`src/rtl/axi_master_pkg.sv`:
```
// Shared types and constants for the CPU-to-AXI single-beat master bridge.
// Bus widths match the SRAM_wrapper interconnect (ID 4, addr/data 32, AXI3-style 4-bit LEN).
package axi_master_pkg;

    localparam int AXI_ID_BITS    = 4;
    localparam int AXI_ADDR_BITS  = 32;
    localparam int AXI_DATA_BITS  = 32;
    localparam int AXI_LEN_BITS   = 4;
    localparam int AXI_SIZE_BITS  = 3;
    localparam int AXI_BURST_BITS = 2;
    localparam int AXI_STRB_BITS  = AXI_DATA_BITS / 8;
    localparam int AXI_RESP_BITS  = 2;

    localparam logic [AXI_SIZE_BITS-1:0]  SIZE_WORD  = 3'b010;
    localparam logic [AXI_BURST_BITS-1:0] BURST_INCR = 2'b01;
    localparam logic [AXI_LEN_BITS-1:0]   LEN_SINGLE = '0;
    localparam logic [AXI_RESP_BITS-1:0]  RESP_OKAY  = 2'b00;

    typedef enum logic [2:0] {
        IDLE,
        AR,
        R,
        AW,
        W,
        B,
        DONE
    } state_t;

    function automatic logic resp_is_err(input logic [AXI_RESP_BITS-1:0] resp);
        return resp != RESP_OKAY;
    endfunction

endpackage

```
`src/rtl/cpu_axi_master.sv`:
```
// Turns one CPU memory access into a single-beat AXI read or write, stalling the core until done.
// One transaction outstanding; every bus output is a pure decode of the registered state.
module cpu_axi_master
    import axi_master_pkg::*;
#(
    parameter logic [AXI_ID_BITS-1:0] MASTER_ID = '0
) (
    input  logic                      ACLK,
    input  logic                      ARESETn,

    input  logic                      core_req,
    input  logic                      core_wr,
    input  logic [31:0]               core_addr,
    input  logic [3:0]                core_web,
    input  logic [31:0]               core_wdata,
    output logic [31:0]               core_rdata,
    output logic                      core_stall,
    output logic                      core_err,

    output logic [AXI_ID_BITS-1:0]    ARID,
    output logic [AXI_ADDR_BITS-1:0]  ARADDR,
    output logic [AXI_LEN_BITS-1:0]   ARLEN,
    output logic [AXI_SIZE_BITS-1:0]  ARSIZE,
    output logic [AXI_BURST_BITS-1:0] ARBURST,
    output logic                      ARVALID,
    input  logic                      ARREADY,

    input  logic [AXI_ID_BITS-1:0]    RID,
    input  logic [AXI_DATA_BITS-1:0]  RDATA,
    input  logic [AXI_RESP_BITS-1:0]  RRESP,
    input  logic                      RLAST,
    input  logic                      RVALID,
    output logic                      RREADY,

    output logic [AXI_ID_BITS-1:0]    AWID,
    output logic [AXI_ADDR_BITS-1:0]  AWADDR,
    output logic [AXI_LEN_BITS-1:0]   AWLEN,
    output logic [AXI_SIZE_BITS-1:0]  AWSIZE,
    output logic [AXI_BURST_BITS-1:0] AWBURST,
    output logic                      AWVALID,
    input  logic                      AWREADY,

    output logic [AXI_DATA_BITS-1:0]  WDATA,
    output logic [AXI_STRB_BITS-1:0]  WSTRB,
    output logic                      WLAST,
    output logic                      WVALID,
    input  logic                      WREADY,

    input  logic [AXI_ID_BITS-1:0]    BID,
    input  logic [AXI_RESP_BITS-1:0]  BRESP,
    input  logic                      BVALID,
    output logic                      BREADY
);

    state_t                     state;
    logic                       got_beat;
    logic [AXI_RESP_BITS-1:0]   resp_q;

    logic [31:2]                addr_q;
    logic [3:0]                 web_q;
    logic [31:0]                wdata_q;

    // Response IDs and the byte offset are irrelevant to a single-outstanding word master.
    logic                       unused_ok;
    assign unused_ok = ^{RID, BID, core_addr[1:0]};

    always_ff @(posedge ACLK or negedge ARESETn) begin
        if (!ARESETn) begin
            state      <= IDLE;
            got_beat   <= 1'b0;
            resp_q     <= RESP_OKAY;
            core_rdata <= '0;
            core_err   <= 1'b0;
        end else begin
            case (state)
                IDLE: begin
                    got_beat <= 1'b0;
                    if (core_req) begin
                        state <= core_wr ? AW : AR;
                    end
                end
                AR: begin
                    if (ARREADY) begin
                        state <= R;
                    end
                end
                R: begin
                    // Only the first beat is kept; any extra beats are accepted and dropped.
                    if (RVALID) begin
                        if (!got_beat) begin
                            core_rdata <= RDATA;
                            resp_q     <= RRESP;
                            got_beat   <= 1'b1;
                        end
                        if (RLAST) begin
                            state    <= DONE;
                            core_err <= resp_is_err(got_beat ? resp_q : RRESP);
                        end
                    end
                end
                AW: begin
                    if (AWREADY) begin
                        state <= W;
                    end
                end
                W: begin
                    if (WREADY) begin
                        state <= B;
                    end
                end
                B: begin
                    if (BVALID) begin
                        state    <= DONE;
                        core_err <= resp_is_err(BRESP);
                    end
                end
                DONE: begin
                    state <= IDLE;
                end
                default: begin
                    state <= IDLE;
                end
            endcase
        end
    end

    // Request payload is frozen on acceptance so later core_* wiggles cannot disturb VALID payloads.
    always_ff @(posedge ACLK) begin
        if (state == IDLE && core_req) begin
            addr_q  <= core_addr[31:2];
            web_q   <= core_web;
            wdata_q <= core_wdata;
        end
    end

    assign core_stall = core_req && (state != DONE);

    assign ARID    = MASTER_ID;
    assign ARADDR  = {addr_q, 2'b00};
    assign ARLEN   = LEN_SINGLE;
    assign ARSIZE  = SIZE_WORD;
    assign ARBURST = BURST_INCR;
    assign ARVALID = (state == AR);
    assign RREADY  = (state == R);

    assign AWID    = MASTER_ID;
    assign AWADDR  = {addr_q, 2'b00};
    assign AWLEN   = LEN_SINGLE;
    assign AWSIZE  = SIZE_WORD;
    assign AWBURST = BURST_INCR;
    assign AWVALID = (state == AW);

    assign WDATA   = wdata_q;
    assign WSTRB   = web_q;
    assign WLAST   = 1'b1;
    assign WVALID  = (state == W);
    assign BREADY  = (state == B);

endmodule
```
`config.mk`:
```
export PLATFORM = sky130hd
export DESIGN_NAME = cpu_axi_master
export DESIGN_NICKNAME = d
export VERILOG_FILES = /design/src/rtl/axi_master_pkg.sv /design/src/rtl/cpu_axi_master.sv
export SDC_FILE = /design/constraint.sdc
export NUM_CORES = 1
export LEC_CHECK = 0
export CAP_MARGIN = 20
export CELL_PAD_IN_SITES_DETAIL_PLACEMENT = 0
export CELL_PAD_IN_SITES_GLOBAL_PLACEMENT = 2
export CORE_ASPECT_RATIO = 0.75
export CORE_UTILIZATION = 24
export CTS_CLUSTER_DIAMETER = 60
export DETAILED_ROUTE_END_ITERATION = 12
export PLACE_DENSITY = 0.92
export SYNTH_ARGS = -nofsm -noshare
export SYNTH_HDL_FRONTEND = slang
export SYNTH_SLANG_ARGS = --single-unit
```
`constraint.sdc`:
```
create_clock -name ACLK -period 8.6 [get_ports ACLK]
set_clock_uncertainty 0.05 [all_clocks]
set_input_delay 1.72 -clock ACLK [delete_from_list [all_inputs] [get_ports ACLK]]
set_output_delay 1.72 -clock ACLK [all_outputs]
set_load 0.02 [all_outputs]
```
==> impl_metrics.py, run 1 <==
metrics = {
    "outcome": {
        "status": "complete, no violations",
    },
    "clocking": {
        "cts_resized": 0,
        "cts_root_buffer": "clkbuf_16",
        "clockBufferDepth": 2,
        "cts_setup_buffers": 0,
        "htreeDepth": 3,
        "clock_sinks": 105,
        "cts_tree": "done",
        "postCtsHoldBufs": 0,
        "clk_pin_slew_ps": 80,
        "numCtsBuffers": 9,
        "clkLatencyLatePin_ps": 350,
    },
    "synth": {
        "yosys_register_bits": 105,
        "avgSynthCellArea_sq_um": 17.36,
        "ys_warn_count": 0,
        "synth.distinct_cells": 29,
        "synth_area_sq_um": 4270,
        "yosysSeqAreaShare_pct": 69.26,
        "syn_inst": 246,
    },
    "route": {
        "drc": 0,
        "viasPerCell": 3.726,
        "wl_per_cell_microns": 14.81,
        "wl_mm": 10.47,
        "vias": 2634,
        "postRouteAntennaNets": 0,
        "drt_first_pass_iters": 4,
        "drtIter0Drc": 61,
    },
    "global_routing": {
        "grt_pass1_vias": 2685,
        "grt_use_total_pct": 11.37,
        "grt_overflow": 0,
        "grt_pass1_wl_mm": 15.45,
        "grt_max_degree": 67,
        "antenna_found_initial": 0,
    },
    "flow_run": {
        "cap_violations": 0,
    },
    "timing": {
        "slew_viol_final": 0,
        "finalHoldViolCount": 0,
        "max_freq_ghz": 0.2091,
        "worstMarginPinSlew_ps": 900.5,
        "fin_crit_ps": 4783,
        "finalCritPeriodShare_pct": 55.61,
        "setup_viol": 0,
        "rsz0062_at_grt": "false",
        "final.setup.tns_ps": 0,
        "slew-limit-headroom_pct": 39.97,
    },
    "placed_design": {
        "placedCellCount": 691,
        "io_buffers": 246,
        "globalplace.congestion": 0.7790,
        "dp_hpwl_mm": 8.281,
    },
    "floorplanning": {
        "initial_utilization_pct": 24.92,
        "die_h_microns": 117.5,
        "die_w_microns": 156.0,
        "ioPinCount": 288,
        "die_area_sq_um": 18340,
        "std_cell_rows": 41,
        "coreArea_sq_um": 17130,
    },
    "power": {
        "vdd_drop_max_mv": 0.1608,
        "power.density_nw_per_um2": 296.0,
        "p_sw_w": 0.0006879,
        "p_leak_nw": 2.734,
        "seqPwrFrac_pct": 38.5,
        "p_clk_share_pct": 20.7,
        "internal_power_w": 0.001366,
        "sw_frac_of_total_pct": 33.49,
        "pwr-share-comb_pct": 40.8,
    },
    "hold_path": {
        "hold_class": "reg2reg",
    },
    "cells_and_area": {
        "fin_nets": 589,
        "drive_gt1_share_pct": 13.16,
        "antenna_cells": 0,
        "fin_cells": 707,
        "area_delta_synth_final_pct": 62.50,
    },
    "setup_path": {
        "critPathLaunchType": "input pin",
        "r2r-end": "WDATA[10]",
        "endpoint_kind": "primary output",
        "critPathLaunch": "core_req",
        "reg2reg_depth": 3,
        "crit_required_ps": 6830,
        "crit_type": "in2out",
        "rrSetupSlack_ps": 6440,
        "worstPathArrival_ps": 3010,
        "rr_startpoint": "state[0]",
        "endpoint": "core_stall",
        "cp_max_fo": 3,
    },
}
## worst min-delay path by stage
| stage | end | startpoint | cells past startpoint |
|---|---|---|---|
| detailed placement | resp_q[1] | resp_q[1] | 1 |
| global route | core_rdata[28] | core_rdata[28] | 1 |
| global placement | resp_q[0] | resp_q[0] | 1 |
| floorplan | resp_q[0] | resp_q[0] | 1 |
| CTS | resp_q[1] | resp_q[1] | 1 |
| finish | resp_q[1] | resp_q[1] | 1 |
## stage by stage
stage	setup slack [ps]	power, W	hold WS [ps]	area [sq um]	utilization [%]
6_report	3817	0.002054	466.0	6939	40.50
5_1_grt	3776	0.002160	473.6	6939	40.50
4_1_cts	3807	0.002089	465.8	6939	40.50
3_5_place_dp	3812	0.001646	443.5	6625	38.67
3_3_place_gp	3797	0.001629	437.3	6625	38.67
2_1_floorplan	4717	0.001283	422.4	4379	-
## power groups by stage
stage / sequential (W) / clock [W] / combinational [W]
6_report: 0.000790 / 0.000426 / 0.000838
5_1_grt: 0.000810 / 0.000467 / 0.000883
4_1_cts: 0.000793 / 0.000447 / 0.000848
3_5_place_dp: 0.000800 / 0 / 0.000846
3_3_place_gp: 0.000794 / 0 / 0.000835
2_1_floorplan: 0.000927 / 0 / 0.000356
## synthesized netlist by cell type
| cell type | instances | area [sq um] |
|---|---|---|
| buf_6 | 4 | 45.04 |
| conb_1 | 2 | 7.510 |
| a21oi_1 | 2 | 10.01 |
| mux2_4 | 33 | 495.5 |
| inv_1 | 3 | 11.26 |
| nor2_1 | 5 | 18.77 |
| and2_1 | 1 | 6.260 |
| mux2_2 | 5 | 56.30 |
| and3_1 | 1 | 6.260 |
| o211ai_1 | 1 | 7.510 |
| a32oi_1 | 1 | 8.760 |
| and2_4 | 1 | 8.760 |
| nand3b_4 | 1 | 20.02 |
| mux2i_1 | 2 | 20.02 |
| buf_4 | 62 | 465.5 |
| a31oi_1 | 2 | 12.51 |
| nand2b_1 | 2 | 12.51 |
| nor4bb_1 | 2 | 20.02 |
| edfxtp_1 | 66 | 1982 |
| buf_2 | 1 | 5.000 |
| nand2_1 | 1 | 3.750 |
| nor3_1 | 3 | 15.01 |
| nor3b_1 | 1 | 7.510 |
| o32ai_1 | 1 | 8.760 |
| nor2_2 | 1 | 6.260 |
| a211oi_2 | 1 | 12.51 |
| ha_1 | 1 | 12.51 |
| o21ai_2 | 1 | 8.760 |
| dfrtp_1 | 39 | 975.9 |
## final cells by class
cell class | instances | area (sq um)
well taps | 236 | 295.3
inverters | 3 | 11.26
clock buffers | 9 | 225.2
fillers | 1630 | 10190
repair buffers | 247 | 2465
clock inverters | 7 | 88.84
flip-flops and latches | 105 | 2958
multi-input cells | 100 | 895.9
## flip-flops by register name (all words and copies together) (netlist names)
register / flops
WDATA: 32
core_rdata: 32
addr_q: 30
WSTRB: 4
core_err: 1
got_beat: 1
resp_q: 2
state: 3
## worst max-delay path, stage by stage
cell and delay (ps):
clkdlybuf4s50_1 490, inv_1 50, a31oi_1 130, clkdlybuf4s50_1 620
## cells in the final DEF, fill, tap and decap left out, types with 2 or more instances in the layout
master           Yosys  final
nor3_1               3      3
mux2_2               5      5
clkbuf_16            0      9
a31oi_1              2      2
nor4bb_1             2      2
a21oi_1              2      2
nand2b_1             2      2
nor2_1               5      5
mux2_4              33     33
clkinv_8             0      2
inv_8                0      2
mux2i_1              2      2
clkdlybuf4s50_1      0    245
dfrtp_1             39     39
inv_6                0      2
edfxtp_1            66     66
conb_1               2     31
inv_1                3      3
## cells by family (layout without fill, tap and decap cells)
logic type      after synthesis  in the layout  synth area share, %
flops                       105            105                69.26
other cells                   2             31               0.1759
compound gates                9              9                1.612
buf+inv                      70            266                12.34
fa+ha+maj                     1              1               0.2930
mux                          40             40                13.39
simple gates                 19             19                2.930
## routing by layer
layer,share of wire [%],vias up,global-route usage [%]
li1,-,1217,-
met3,10,11,4.639
met4,1.4,0,3.738
met1,38,1251,12.59
met2,51,155,19.64
met5,0,-,0
Power figures use the tool's default switching activity.
==> inputs of run 2 (changes only) <==
CORE_UTILIZATION = 20   (was 24)
PLACE_DENSITY = 0.82   (was 0.92)
clock period = 4.4 ns   (was 8.6 ns; I/O delays follow)
==> run 2 against run 1 <==
  * Utilization down 6.5 points
  * Sequential cell count did not move
  * Clock power increased by 98%
  * Worst hold slack got worse by 8.8 ps
  * Design area grew 0.67%
  * Clock-buffer cell count unchanged
  * Routed wire length grew 1.9%
  * Critical endpoint unchanged
  * Final cell count up 6.4%
  * Global-route usage decreased by 1.9 points
  * Combinational power rose by 96%
==> impl_metrics.py, run 2 (synthesis gave the netlist of run 1 again) <==
metrics = {
    "outcome": {
        "status": "complete, no violations",
    },
    "setup_path": {
        "crit_required_ps": 3470,
        "rr_startpoint": "state[1]",
        "crit_path_top_delay_cell": "clkdlybuf4s50_1",
        "cp_max_fo": 3,
        "endpoint_kind": "primary output",
        "worstPathArrival_ps": 2220,
        "crit_type": "in2out",
        "cp_common_cell": "clkdlybuf4s50_1",
        "critPathLaunch": "core_req",
        "endpoint": "core_stall",
        "critPathLaunchType": "input pin",
        "r2r-end": "WDATA[10]",
        "reg2reg_depth": 2,
        "rrSetupSlack_ps": 2280,
        "slowest_delay_ps": 640,
        "worstPathCellList": "clkdlybuf4s50_1 -> inv_1 -> a31oi_1 -> clkdlybuf4s50_1",
    },
    "timing": {
        "slew-limit-headroom_pct": 40.14,
        "slew_viol_final": 0,
        "fin_crit_ps": 3150,
        "finalHoldViolCount": 0,
        "rsz0062_at_grt": "false",
        "worstMarginPinSlew_ps": 897.9,
        "finalCritPeriodShare_pct": 71.58,
        "final.setup.tns_ps": 0,
        "setup_viol": 0,
        "max_freq_ghz": 0.3175,
    },
    "route": {
        "viasPerCell": 3.529,
        "drc": 0,
        "wl_mm": 10.67,
        "drt_first_pass_iters": 4,
        "vias": 2654,
        "drtIter0Drc": 118,
        "postRouteAntennaNets": 0,
        "wl_per_cell_microns": 14.18,
    },
    "global_routing": {
        "grt_overflow": 0,
        "grt_max_degree": 67,
        "grt_use_total_pct": 9.459,
        "grt_pass1_vias": 2759,
        "antenna_found_initial": 0,
        "grt_pass1_wl_mm": 15.34,
    },
    "floorplanning": {
        "initial_utilization_pct": 20.78,
        "die_w_microns": 170.7,
        "std_cell_rows": 45,
        "coreArea_sq_um": 20550,
        "die_h_microns": 128.5,
        "die_area_sq_um": 21950,
        "ioPinCount": 288,
    },
    "clocking": {
        "cts_tree": "done",
        "clk_pin_slew_ps": 80,
        "postCtsHoldBufs": 0,
        "numCtsBuffers": 9,
        "clock_sinks": 105,
        "clkLatencyLatePin_ps": 350,
        "htreeDepth": 3,
        "clockBufferDepth": 2,
        "cts_setup_buffers": 0,
        "cts_root_buffer": "clkbuf_16",
        "cts_resized": 0,
    },
    "cells_and_area": {
        "area_delta_synth_final_pct": 63.58,
        "drive_gt1_share_pct": 12.98,
        "final_core_util_pct": 33.99,
        "final_common_cell": "clkdlybuf4s50_1",
        "fill_cells": 1971,
        "multiInputGateArea_sq_um": 897.1,
        "regArea_sq_um": 2958,
        "final_cell_mix": "clkdlybuf4s50_1, edfxtp_1, dfrtp_1",
        "fin_nets": 588,
        "antenna_cells": 0,
    },
    "power": {
        "p_leak_nw": 2.729,
        "vdd_drop_max_mv": 0.3079,
        "total_power_w": 0.004027,
        "power.density_nw_per_um2": 576.4,
    },
    "placed_design": {
        "dp_hpwl_mm": 8.133,
        "io_buffers": 246,
        "globalplace.congestion": 0.7288,
    },
    "flow_run": {
        "cap_violations": 0,
    },
    "hold_path": {
        "hold_class": "reg2reg",
    },
}
-- run 2: metrics by stage --
stage                     hold slack, ps  std cells  worst slack, ps  area [sq um]
after global routing               474.4        752             1211          6985
after CTS                          460.9        752             1254          6985
after floorplan                    422.4        275             1488          4379
final                              457.2        752             1250          6985
after detailed placement           441.3        736             1261          6676
after global placement             436.1        736             1272          6676
-- run 2: cell type report --
cell class / instances / area share [%]
clock buffer: 9 / 3.224
clock inverter: 7 / 1.200
inverter: 3 / 0.1612
multi-input combinational: 100 / 12.84
sequential: 105 / 42.34
tap: 282 / 5.051
timing repair buffer: 246 / 35.18
-- run 2: per-layer routing --
layer / vias to the layer above / wire length (microns) / global-route usage [%]
met5: - / 0 / 0
met4: 0 / 146 / 3.233
met3: 12 / 1171 / 4.491
met2: 162 / 4946 / 15.01
met1: 1258 / 4402 / 11.23
li1: 1222 / - / -
-- run 2: worst min path at each step --
stage,start,end,slack (ps),depth (start not counted)
floorplan,resp_q[0],resp_q[0],420,1
global placement,resp_q[0],resp_q[0],440,1
detailed placement,core_rdata[3],core_rdata[3],440,1
CTS,core_err,core_err,460,1
global route,core_rdata[14],core_rdata[14],470,1
finish,core_err,core_err,460,1
-- run 2: power breakdown --
| group | switching, W | internal, W | total (W) | leakage (nW) |
|---|---|---|---|---|
| combinational | 0.000748 | 0.000894 | 0.00164 | 1.50 |
| clock | 0.000428 | 0.000414 | 0.000842 | 0.152 |
| sequential | 0.000182 | 0.00136 | 0.00154 | 1.08 |
-- run 2: critical path, delay by kind of cell --
family,cells,cell delay [ps]
buffers and inverters,3,1200
AOI/OAI and AO/OA,1,140
